<file path="src/rtl/jtframe_tilemap_fetch.sv">
// Bridges the renderer's fire-and-forget ROM address to an SDRAM cs/ok handshake; rom_cs 1 clk after an address change, tm_ok no earlier than 3 clks.
// No backpressure to the renderer: a slow SDRAM answer times out after TIMEOUT pixel enables and is counted as a miss.
module jtframe_tilemap_fetch #(
  parameter int AW      = 15,
  parameter int DW      = 32,
  parameter int TIMEOUT = 7,
  parameter int CNTW    = 8
) (
  input  logic            clk,
  input  logic            rst,
  input  logic            pxl_cen,
  input  logic [AW-1:0]   tm_addr,
  input  logic            tm_cs,
  output logic [DW-1:0]   tm_data,
  output logic            tm_ok,
  output logic [AW-1:0]   rom_addr,
  output logic            rom_cs,
  input  logic            rom_ok,
  input  logic [DW-1:0]   rom_data,
  output logic            miss,
  output logic [CNTW-1:0] miss_cnt
);

  localparam int TW = (TIMEOUT > 1) ? $clog2(TIMEOUT) : 1;
  localparam logic [TW-1:0] TLAST = TW'(TIMEOUT - 1);

  typedef enum logic [1:0] {IDLE, GUARD, WAIT} state_t;

  state_t          state;
  logic            have_last;
  logic [AW-1:0]   last_addr;
  logic [TW-1:0]   timer;
  logic            addr_chg;
  logic            new_req;
  logic [CNTW-1:0] cnt_next;

  assign addr_chg = tm_addr != last_addr;
  assign new_req  = tm_cs & (~have_last | addr_chg);
  assign cnt_next = (&miss_cnt) ? miss_cnt : miss_cnt + 1'b1;

  always_ff @(posedge clk) begin
    if (rst) begin
      state     <= IDLE;
      have_last <= 1'b0;
      last_addr <= '0;
      timer     <= '0;
      rom_cs    <= 1'b0;
      rom_addr  <= '0;
      tm_data   <= '0;
      tm_ok     <= 1'b0;
      miss      <= 1'b0;
      miss_cnt  <= '0;
    end else begin
      miss <= 1'b0;
      if (!tm_cs) begin
        // Blanking: drop the request and forget the address so it is refetched later
        rom_cs    <= 1'b0;
        have_last <= 1'b0;
        state     <= IDLE;
      end else begin
        case (state)
          IDLE: begin
            if (new_req) begin
              rom_addr  <= tm_addr;
              last_addr <= tm_addr;
              have_last <= 1'b1;
              rom_cs    <= 1'b1;
              tm_ok     <= 1'b0;
              timer     <= '0;
              state     <= GUARD;
            end
          end
          GUARD, WAIT: begin
            if (addr_chg) begin
              // Renderer moved on: abandon the fetch and restart without dropping rom_cs
              miss      <= 1'b1;
              miss_cnt  <= cnt_next;
              rom_addr  <= tm_addr;
              last_addr <= tm_addr;
              timer     <= '0;
              state     <= GUARD;
            end else if (state == GUARD) begin
              // rom_ok may still be high from the previous slot, so it is not trusted yet
              state <= WAIT;
            end else if (rom_ok) begin
              tm_data <= rom_data;
              tm_ok   <= 1'b1;
              rom_cs  <= 1'b0;
              state   <= IDLE;
            end else if (pxl_cen) begin
              if (timer == TLAST) begin
                miss     <= 1'b1;
                miss_cnt <= cnt_next;
                rom_cs   <= 1'b0;
                state    <= IDLE;
              end else begin
                timer <= timer + 1'b1;
              end
            end
          end
          default: state <= IDLE;
        endcase
      end
    end
  end

endmodule

</file>
<file path="config.mk">
export PLATFORM = sky130hd
export DESIGN_NAME = jtframe_tilemap_fetch
export DESIGN_NICKNAME = d
export VERILOG_FILES = /design/src/rtl/jtframe_tilemap_fetch.sv
export SDC_FILE = /design/constraint.sdc
export NUM_CORES = 1
export LEC_CHECK = 0
export ABC_AREA = 1
export ABC_CLOCK_PERIOD_IN_PS = 4100
export CAP_MARGIN = 25
export CORE_UTILIZATION = 49
export CTS_CLUSTER_DIAMETER = 50
export CTS_CLUSTER_SIZE = 10
export DETAILED_ROUTE_END_ITERATION = 7
export HOLD_SLACK_MARGIN = 0.05
export PLACE_DENSITY_LB_ADDON = 0.25
export SKIP_CTS_REPAIR_TIMING = 1
export SLEW_MARGIN = 25
export SYNTH_ARGS = -nofsm -noshare
export SYNTH_HDL_FRONTEND = slang
export SYNTH_SLANG_ARGS = --single-unit
export TNS_END_PERCENT = 30
</file>
<file path="constraint.sdc">
create_clock -name clk -period 4.1 [get_ports clk]
set_input_delay 0.82 -clock clk [delete_from_list [all_inputs] [get_ports clk]]
set_output_delay 0.82 -clock clk [all_outputs]
set_load 0.02 [all_outputs]
</file>
Word level (Yosys, flattened, before mapping)
Index checks and enable logic that the tools add are counted.
{"block": "totals", "reg_bits": 64, "inputBits": 52, "out_inout_bits": 58}
{"block": "op_classes", "n_addsub": 2, "n_eq_ne": 19, "mux": 40, "bitwise": 7, "n_reduce_logical": 16}
{"cell": "8-bit 2-to-1 mux", "count": 6}
{"cell": "15-bit 2-to-1 mux", "count": 2}
{"cell": "15-bit one-hot mux with 2 select lines", "count": 1}
{"cell": "3-bit 2-to-1 mux", "count": 6}
{"cell": "3-bit inequality test, second input constant", "count": 6}
{"cell": "6-bit AND reduction", "count": 3}
{"cell": "1-bit 2-to-1 mux", "count": 15}
{"cell": "15-bit inequality test", "count": 1}
{"cell": "2-bit 2-to-1 mux", "count": 6}
{"cell": "2-bit inequality test, second input constant", "count": 6}
{"cell": "5-bit inequality test, second input constant", "count": 2}
{"cell": "8-bit by 1-bit adder with 8-bit output, second input constant", "count": 1}
{"cell": "8-bit AND reduction", "count": 1}
{"cell": "7-bit AND reduction", "count": 1}
{"cell": "3-bit one-hot mux with 2 select lines", "count": 1}
{"cell": "2-bit nonzero test", "count": 3}
{"cell": "1-bit NOT", "count": 5}
{"cell": "5-bit AND reduction", "count": 1}
{"cell": "1-bit one-hot mux with 2 select lines", "count": 2}
{"cell": "2-bit one-hot mux with 2 select lines", "count": 1}
{"cell": "4-bit AND reduction", "count": 1}
{"cell": "2-bit OR reduction", "count": 2}
{"cell": "3-bit by 1-bit adder with 3-bit output, second input constant", "count": 1}
{"cell": "3-bit == test, second input constant", "count": 1}
{"cell": "9 further kinds", "count": 9}

Logic depth before layout (Yosys ltp)
Gate-level depths: netlist of run 1.
{"block": "depth", "ltp_word": 7, "depth_mapped": 13}

Least setup slack after synthesis of run 1
No wires, ideal clock.
{"block": "synth_timing", "kind": "input port to flip-flop", "start": "input port tm_addr[9]", "end": "register tm_ok", "arrival_ps": 1935, "required_ps": 3986, "setup_slack_ps": 2051, "cell_stages": 12, "n_path_buf": 2, "cell_sequence": "inv_1 nand2_1 nand2_1 nor2_1 nand2_1 nor2_2 nand3_2 o21a_1 buf_6 buf_6 a21oi_1 nor2_1"}
{"block": "synth_between", "elab_chain_len": 5, "word_cells_on_any_way": 6, "classes_between": "eq/ne (3); bitwise (2); reduce/logical (1)"}
{"item": "start, declared", "line_no": "12", "text": "input logic [AW-1:0] tm_addr,"}
{"item": "15-bit inequality test (*)", "line_no": "37", "text": "assign addr_chg = tm_addr != last_addr;"}
{"item": "1-bit OR", "line_no": "38", "text": "assign new_req = tm_cs & (~have_last | addr_chg);"}
{"item": "1-bit bitwise AND", "line_no": "38"}
{"item": "2-bit inequality test (no source line)"}
{"item": "6-bit AND reduction (no source line) (*)"}
{"item": "end signal, assigned", "line_no": "50", "text": "tm_ok <= 1'b0;"}
{"item": "end signal, assigned", "line_no": "68", "text": "tm_ok <= 1'b0;"}
{"item": "end signal, assigned", "line_no": "87", "text": "tm_ok <= 1'b1;"}
{"item": "end, declared", "line_no": "15", "text": "output logic tm_ok,"}
Every way passes the cells marked *; elsewhere a longest branch is shown, timed or not.
A chain may end at the register's enable or synchronous reset.

Worst setup path in the final report of run 1
{"block": "layout_timing", "start": "input port tm_addr[9]", "end": "register timer[0]"}
{"block": "layout_between", "elab_chain_len": 5, "word_cells_on_any_way": 11, "classes_between": "eq/ne (6); mux (2); bitwise (2); reduce/logical (1)"}
{"item": "15-bit inequality test (*)", "line_no": "37"}
{"item": "1-bit OR", "line_no": "38"}
{"item": "1-bit bitwise AND", "line_no": "38"}
{"item": "2-bit inequality test (no source line)"}
{"item": "7-bit AND reduction (no source line)"}
{"item": "end signal, assigned", "line_no": "97", "text": "timer <= timer + 1'b1;"}
{"item": "end, declared", "line_no": "32", "text": "logic [TW-1:0] timer;"}
Marks and branches as above.

==> results of run 1 <==
stage by stage:
stage / util / instance area (µm²)
2_1_floorplan: - / 3100
3_5_place_dp: 0.699 / 4210
5_1_grt: 0.733 / 4420
4_1_cts: 0.733 / 4420
6_report: 0.733 / 4420
3_3_place_gp: 0.699 / 4210
worst max path at each step:
stage / to / slack, ns / cells past startpoint
2_1_floorplan: tm_ok$_SDFFE_PP0P_ / 2.05 / 12
3_3_place_gp: tm_data[6]$_SDFFE_PP0P_ / 1.24 / 5
3_5_place_dp: timer[0]$_SDFFE_PP0P_ / 1.20 / 14
4_1_cts: timer[0]$_SDFFE_PP0P_ / 1.56 / 14
5_1_grt: timer[0]$_SDFFE_PP0P_ / 1.29 / 14
6_report: timer[0]$_SDFFE_PP0P_ / 1.53 / 14
cells in the mapped netlist:
master	number
sky130_fd_sc_hd__clkinv_1	1
sky130_fd_sc_hd__clkbuf_1	3
sky130_fd_sc_hd__nor2_1	59
sky130_fd_sc_hd__inv_2	1
sky130_fd_sc_hd__o21ai_1	22
sky130_fd_sc_hd__nand3_2	10
sky130_fd_sc_hd__xnor2_1	4
sky130_fd_sc_hd__dfxtp_1	64
sky130_fd_sc_hd__nand4_4	1
sky130_fd_sc_hd__xor2_1	4
sky130_fd_sc_hd__o21ai_0	16
sky130_fd_sc_hd__clkbuf_2	2
sky130_fd_sc_hd__buf_1	1
sky130_fd_sc_hd__ha_1	6
sky130_fd_sc_hd__o211ai_1	1
sky130_fd_sc_hd__a21oi_1	46
sky130_fd_sc_hd__buf_2	5
sky130_fd_sc_hd__o21a_1	1
sky130_fd_sc_hd__nand2_1	95
sky130_fd_sc_hd__nor2_2	2
sky130_fd_sc_hd__nor2_4	1
sky130_fd_sc_hd__nand4_1	2
sky130_fd_sc_hd__inv_1	77
sky130_fd_sc_hd__nand3_1	16
sky130_fd_sc_hd__nand2_2	2
sky130_fd_sc_hd__nand3b_1	1
sky130_fd_sc_hd__nor3_1	3
sky130_fd_sc_hd__buf_6	4
kinds of logic after synthesis:
logic type,after synthesis
AND/OR/NAND/NOR,192
adder cells (fa/ha/maj),6
buffers and inverters,94
XOR/XNOR,8
flip-flops,64
AO/OA/AOI/OAI,86
report_power, final:
| group | internal, mW | total (mW) | switching (mW) |
|---|---|---|---|
| registers | 0.646 | 0.668 | 0.0224 |
| clock network | 0.312 | 0.553 | 0.241 |
| logic | 0.126 | 0.269 | 0.143 |
layout make-up:
| type | count | area (µm²) | share of cell area |
|---|---|---|---|
| multi-input cells | 292 | 1430 | 0.324 |
| flip-flops and latches | 64 | 1280 | 0.290 |
| repair buffers | 111 | 1110 | 0.250 |
| inverters | 79 | 297 | 0.0672 |
| clock buffers | 11 | 151 | 0.0343 |
| well taps | 75 | 93.8 | 0.0213 |
| clock inverters | 5 | 55.1 | 0.0125 |
per-layer routing:
layer	track usage	routed length (µm)	vias up
met4	0.104	163	0
met2	0.368	3350	80
li1	-	-	1609
met5	0	0	-
met1	0.261	3220	1330
met3	0.0756	503	11
critical path, cell delays in order:
cell and delay (ns):
sky130_fd_sc_hd__clkdlybuf4s50_1 0.48, sky130_fd_sc_hd__inv_1 0.07, sky130_fd_sc_hd__nand2_1 0.06, sky130_fd_sc_hd__nand2_1 0.05, sky130_fd_sc_hd__nor2_1 0.10, sky130_fd_sc_hd__nand2_1 0.08
sky130_fd_sc_hd__nor2_2 0.15, sky130_fd_sc_hd__nand2_2 0.15, sky130_fd_sc_hd__nand2_1 0.13, sky130_fd_sc_hd__nand2_2 0.26, sky130_fd_sc_hd__nor2_1 0.18, sky130_fd_sc_hd__nor2_1 0.09
sky130_fd_sc_hd__nor2_1 0.13, sky130_fd_sc_hd__nor2_1 0.06
registers in the layout, indices dropped and copies added, names as in the netlist:
signal / count
have_last: 1
state: 2
miss: 1
tm_ok: 1
last_addr: 15
tm_data: 32
miss_cnt: 8
rom_cs: 1
timer: 3
==> impl.org, run 1 <==
** GRT
- Total global-route track usage :: 0.223
- The via count of the first global-routing pass came to 2,679.
- Number of antenna violations at the first check in global routing :: 0
- The first global-routing pass estimated 11.5 mm of wire.
- Summed over all layers, the global routing overflow is 0.
- Entering global routing, the biggest net connects 65 pins.

** Synth
- Biggest area contributors in the synthesized netlist :: sky130_fd_sc_hd__dfxtp_1, sky130_fd_sc_hd__nand2_1, sky130_fd_sc_hd__inv_1
- Gate count of the mapped netlist :: 450
- The portion of synthesized area spent on multiplexers is 0.
- Dominant cell type by area after synthesis :: sky130_fd_sc_hd__dfxtp_1
- Counting every net in the synthesized netlist gives 508.
- Synth top area share :: 0.413
- Distinct cells, synth :: 28
- Mapped Avg Cell Area :: just under 7 µm²
- Summing every instance area after synthesis gives 3100 µm².
- Synthesized-area fraction occupied by xor and xnor cells :: 0.0226
- Adder-cell share of the synthesized area :: 0.0242
- The share of the synthesized area in compound gates (AO/OA/AOI/OAI) is 0.140.
- After synthesis, the largest family of logic cells by area is simple AND/OR/NAND/NOR gates.
- Number of flip-flops and latches in the synthesized netlist :: 64
- Number of warnings issued by yosys :: 0
- Of the total synthesized cell area, the portion taken by AND, OR, NAND and NOR gates is 0.274.
- Share of the yosys chip area belonging to registers :: 0.413

** Worst setup path
- In this run the critical register-to-register path is launched from last_addr[8]$_SDFFE_PP0P_.
- Critical Path Source :: tm_addr[9]
- For the worst setup path, the data required time is 4.33 ns.
- For the worst flop-to-flop path, the logic depth is 13.
- Critical Path Fanout Max :: 16
- Critical path start-end classification :: primary input to register
- Launching element type of the critical path :: primary input
- STA puts the critical path data arrival time at 2.80 ns.
- Worst Setup End Kind :: register
- Worst flop-to-flop path endpoint :: timer[0]$_SDFFE_PP0P_
- Worst-case register-to-register setup slack :: 2.14 ns

** Cells and area
- Most frequent standard cell in the layout excluding fill and tap cells :: sky130_fd_sc_hd__clkdlybuf4s50_1
- For this run, the post-layout net count is 615.
- Leaving out fill and tap cells, the most frequent cells in the layout are sky130_fd_sc_hd__clkdlybuf4s50_1, sky130_fd_sc_hd__nand2_1, sky130_fd_sc_hd__inv_1.
- The repair_antennas step left the layout with diodes totalling 0.
- Of the cells placed in the final design, the portion with a size suffix greater than 1 is 0.0623.
- Excluding fillers, the count of instances in the completed layout stands at 637.
- Area added between synthesis and finish :: 42.2%
- Number of filler instances in the final layout :: 490

** Worst hold path
- Tightest Hold Check Type :: register to register
- Hold path cells :: 2
- For hold timing, the worst endpoint is tm_data[12]$_SDFFE_PP0P_.
- The startpoint identified for the worst hold timing path is tm_data[12]$_SDFFE_PP0P_.

** Floorplan
- For this configuration, the core starts out at a cell density of 0.515.
- Die Y :: 81.6 µm
- The floorplan step defined a core boundary enclosing 6030 µm².
- Die span in x :: slightly above 80 µm
- The die covers 6660 µm².
- I/O pins :: 110
- Standard-cell rows :: 28

** Timing
- Post-route minimum period :: approximately 2.6 ns
- For the final routed database, the setup TNS stands at 0 ns.
- Max Clock Skew :: around 0.014 ns
- The worst pin sits at a relative slew slack of 0.461.
- For this run, the top clock speed supported by timing is 389 MHz.
- Unrepaired setup endpoints after global routing :: false
- Worst hold slack after final layout :: 0.442 ns
- At the pin with the least slew margin, the transition time is just over 0.8 ns.
- In the finished design, the share of the clock period the worst path needs comes to 0.627.
- Setup violations remaining at the end of the flow were counted as 0.
- The count of final hold-check violations is 0.
- Post-layout worst setup margin :: around 1.5 ns
- The number of slew-limit violations in the final report was 0.

** Power
- VDD sags by at most 0.235 mV.
- Pwr/cell area :: 338 nW/µm²
- P_leak :: 1.86 nW
- PnR Total Power :: between 1 and 1.5 mW

** Placement
- Routability Congestion :: 0.832
- During placement, the flow inserted port buffers numbering 109.
- Total placed cells including tap cells :: 621
- Hpwl dp :: 5.31 mm
- Placement Setup Slack :: 1.20 ns

** Route
- The routed layout has 3,030 vias.
- The final layout contains routed wiring with a total length of 7.23 mm.
- Routed WL per cell :: around 11 µm
- Mean number of vias per cell :: 4.76
- Antenna-violating nets left :: 0
- DRC violations left :: 0
- The first routing iteration left 127 violations.
- 1st-pass router iterations :: 4

** CTS
- In this run the deepest clock path goes through 2 buffers.
- After clock tree synthesis, the clock-pin slew on the worst setup and hold paths is about 0.07 ns.
- Number of H-tree levels :: 3
- Sinks on Clock Net :: 64
- Number of buffers created by CTS :: 9
- Clk root buf :: sky130_fd_sc_hd__clkbuf_8
- At the later pin of the worst-skew pair, clock insertion delay measures 0.34 ns.
- TritonCTS built the clock tree.

** Run status
- Status :: complete, no violations

** Job
- Max-cap violations in this run came to 0.
(Power assumes the default switching activity.)
==> run 2, diff against run 1 <==
- ABC_CLOCK_PERIOD_IN_PS: 4100 -> 2200
- CORE_UTILIZATION: 49 -> 41
- clock period: 4.1 -> 2.2 ns (I/O delays scaled with it)
==> run 2 against run 1 <==
Count of clock-buffer cells in the layout fell by 1. Combinational power grew 100%. Sequential share of layout area decreased by 1.8 points. Critical path depth grew 1. Core utilization is 8.7 points lower. Critical path type unchanged. Largest cell class unchanged. Highest routed layer unchanged.
==> impl.org, run 2 (synthesis gave the netlist of run 1 again) <==
** Worst setup path
- In this run the worst path has a maximum fanout of 7.
- Worst-case register-to-register setup slack :: 0.33 ns
- The worst setup path is of the primary input to register kind.
- Data on the critical path is required at its endpoint by 2.45 ns.
- STA classifies the critical path startpoint as a primary input.
- R2R cell count :: 8
- Endpoint arrival time on the critical path :: 2.22 ns
- The endpoint identified for the worst register-to-register timing path is miss_cnt[3]$_SDFFE_PP0P_.
- STA classifies the critical path endpoint as a register.
- The worst register-to-register path begins at state[0]$_SDFFE_PP0P_.

** CTS
- The longest clock path from root to sink contains 2 buffers.
- The tree is rooted in a sky130_fd_sc_hd__clkbuf_8.
- Clock-pin slew was measured on the worst setup and hold paths at 0.08 ns.
- TritonCTS built the clock tree.
- Number of buffers created by CTS :: 9
- The clock drives 64 sinks.
- Number of H-tree levels :: 3
- Worst-Skew Late Latency :: 0.35 ns

** Timing
- Fmax :: 509 MHz
- Slew margin rel. :: 0.653
- Dividing the final minimum period by the clock period gives 0.893.
- The number of slew-limit violations in the final report came to 0.
- For the pin with the worst max-slew slack, the measured transition is 0.518 ns.
- Post-layout worst setup margin :: between 0.2 and 0.25 ns
- Counting I/O delays and the setup requirement, the final critical path takes between 1.5 and 2 ns.
- Setup violation total in the final timing report :: 0
- Setup TNS after final layout :: 0 ns
- The count of final hold-check violations was 0.
- Max Clock Skew :: about 0.0074 ns

** GRT
- Via count of the first global-routing pass :: 2,728
- Pin count of the biggest net entering global routing :: 49
- For this run the aggregate overflow at the end of global routing stands at 0.
- Global-route wire length before repair :: 11.4 mm
- Number of antenna violations at the first check in global routing :: 0
- For this run, the total global-route usage over all layers was measured as 0.188.

** Placement
- Once detailed placement completed, the half-perimeter wirelength came to approximately 5.4 mm.
- Timing analysis after detailed placement gives a worst setup slack of -0.206 ns.
- Input and output buffers added on the ports amount to 109.
- Post-detailed-placement cell area :: 4470 µm²
- Total placed cells including tap cells :: 671
- Routability-driven placement finished with a final weighted congestion of 0.826.

** Power
- Switching Share :: 0.275
- The share of total power dissipated in sequential elements is 0.420.
- Pwr/cell area :: 629 nW/µm²
- Of the total power, combinational logic draws 0.184.
- Of the total power, the clock network draws 0.396.
- Cell-internal power :: approximately 2.1 mW
- Worst vdd ir :: approximately 0.37 mV
- P_leak :: 2.01 nW
- Switching power :: 814 µW

** Worst hold path
- Tightest Hold Check Type :: register to register
- For hold timing, the worst endpoint is tm_data[0]$_SDFFE_PP0P_.
- Hold path cells :: 2
- The worst hold path begins at tm_data[0]$_SDFFE_PP0P_.

** Route
- In the final routed layout, each cell accounts on average for 10.7 µm.
- DRC violations left :: 0
- 1st-pass router iterations :: 4
- Dividing the detail-routed via count by the number of cells gives 4.55.
- The count of nets left with antenna violations once routing finished came out at 0.
- Summing over every cut layer, the via total after detailed routing is 3,125.
- Total detailed-routing wirelength :: around 7.4 mm
- First DRT Iteration DRCs :: around 140

** Run status
- The run finished with clean final reports.

** Floorplan
- The core region is 7290 µm².
- Die area :: 7920 µm²
- I/O pins :: 110
- The initial utilization of the core area, before any placement, comes to 0.426.
- The die is 89.0 µm tall.
- Die span in x :: 89.0 µm
- Standard-cell rows :: 31

** Cells and area
- Number of flip-flops under the largest register name :: 32
- Top library cells by usage in the layout, fill and taps aside :: sky130_fd_sc_hd__clkdlybuf4s50_1, sky130_fd_sc_hd__nand2_1, sky130_fd_sc_hd__inv_1
- Largest registers ranked by flip-flop count :: tm_data x32, last_addr x15, miss_cnt x8
- Fraction of final layout cells sized beyond drive strength 1 :: 0.104
- Registers take about 1300 µm².
- Area added between synthesis and finish :: 51.6%
- The number of antenna diodes in the final layout is 0.
- The multi-input combinational cells in the finished layout cover a total of about 1400 µm².
- Leaving out filler cells and counting taps, the final layout contains 687.
- Leaving out fill and tap cells, the most frequent cell in the layout is sky130_fd_sc_hd__clkdlybuf4s50_1.
- Layout Cell Area excl Fill :: 4710 µm²
- After the last flow step, the layout net total stands at around 640.
- Number of filler instances in the final layout :: 678
- Register bank with the most flops :: tm_data

** Job
- Max cap viols :: 0
[run 2: cell types whose count changed in the layout (fill, tap and decap cells not counted), sizes merged]
cell and delta:
clkbuf -1, buf +26, bufinv +1
[run 2: power by group through the flow]
stage                     clock [mW]  combinational, mW  sequential (mW)
after floorplan                    0              0.253             1.31
after global placement             0              0.531             1.27
after detailed placement           0              0.545             1.27
after CTS                       1.19              0.547             1.25
after global routing            1.25              0.605             1.25
final                           1.17              0.544             1.25
[run 2: metrics by stage]
step | hold slack, ns | power (mW) | util
floorplan | 0.477 | 1.56 | -
global placement | 0.431 | 1.80 | 0.613
detailed placement | 0.436 | 1.82 | 0.613
CTS | 0.448 | 2.99 | 0.645
global route | 0.460 | 3.10 | 0.646
finish | 0.446 | 2.96 | 0.646
[run 2: final cells by class]
cell class,instances,area share
multi-input combinational,292,0.305
timing repair buffer,137,0.284
sequential,64,0.272
inverter,79,0.0630
clock buffer,10,0.0292
tap,99,0.0263
clock inverter,6,0.0197
[run 2: layer usage]
metal	up-vias	wire length, µm	part of all wire	GRT usage
met5	-	0	0	0
met4	0	122	0.017	0.0823
met3	11	666	0.090	0.0840
met2	88	3370	0.46	0.315
met1	1366	3220	0.44	0.206
li1	1660	-	-	-
[run 2: worst max path at each step]
| stage | startpoint | endpoint | slack [ns] | cells past startpoint |
|---|---|---|---|---|
| final | tm_addr[7] | timer[1]$_SDFFE_PP0P_ | 0.23 | 15 |
| after global routing | tm_addr[7] | timer[1]$_SDFFE_PP0P_ | -0.001 | 15 |
| after floorplan | last_addr[10]$_SDFFE_PP0P_ | tm_ok$_SDFFE_PP0P_ | 0.50 | 12 |
| after CTS | tm_addr[7] | last_addr[9]$_SDFFE_PP0P_ | 0.15 | 13 |
| after global placement | tm_addr[12] | last_addr[4]$_SDFFE_PP0P_ | -0.12 | 12 |
| after detailed placement | tm_addr[7] | last_addr[14]$_SDFFE_PP0P_ | -0.21 | 13 |
[run 2: worst max-delay path, cell delays in order]
cell	delay, ns
sky130_fd_sc_hd__clkdlybuf4s50_1	0.49
sky130_fd_sc_hd__inv_1	0.06
sky130_fd_sc_hd__nand2_1	0.05
sky130_fd_sc_hd__nand2_1	0.05
sky130_fd_sc_hd__nor2_1	0.09
sky130_fd_sc_hd__nand2_1	0.09
sky130_fd_sc_hd__nor2_4	0.13
sky130_fd_sc_hd__nand2_2	0.12
sky130_fd_sc_hd__buf_4	0.17
sky130_fd_sc_hd__nand2_1	0.09
sky130_fd_sc_hd__nand2_2	0.08
sky130_fd_sc_hd__nor2_1	0.10
sky130_fd_sc_hd__nor2_1	0.07
sky130_fd_sc_hd__nor2_1	0.12
sky130_fd_sc_hd__nor2_1	0.05
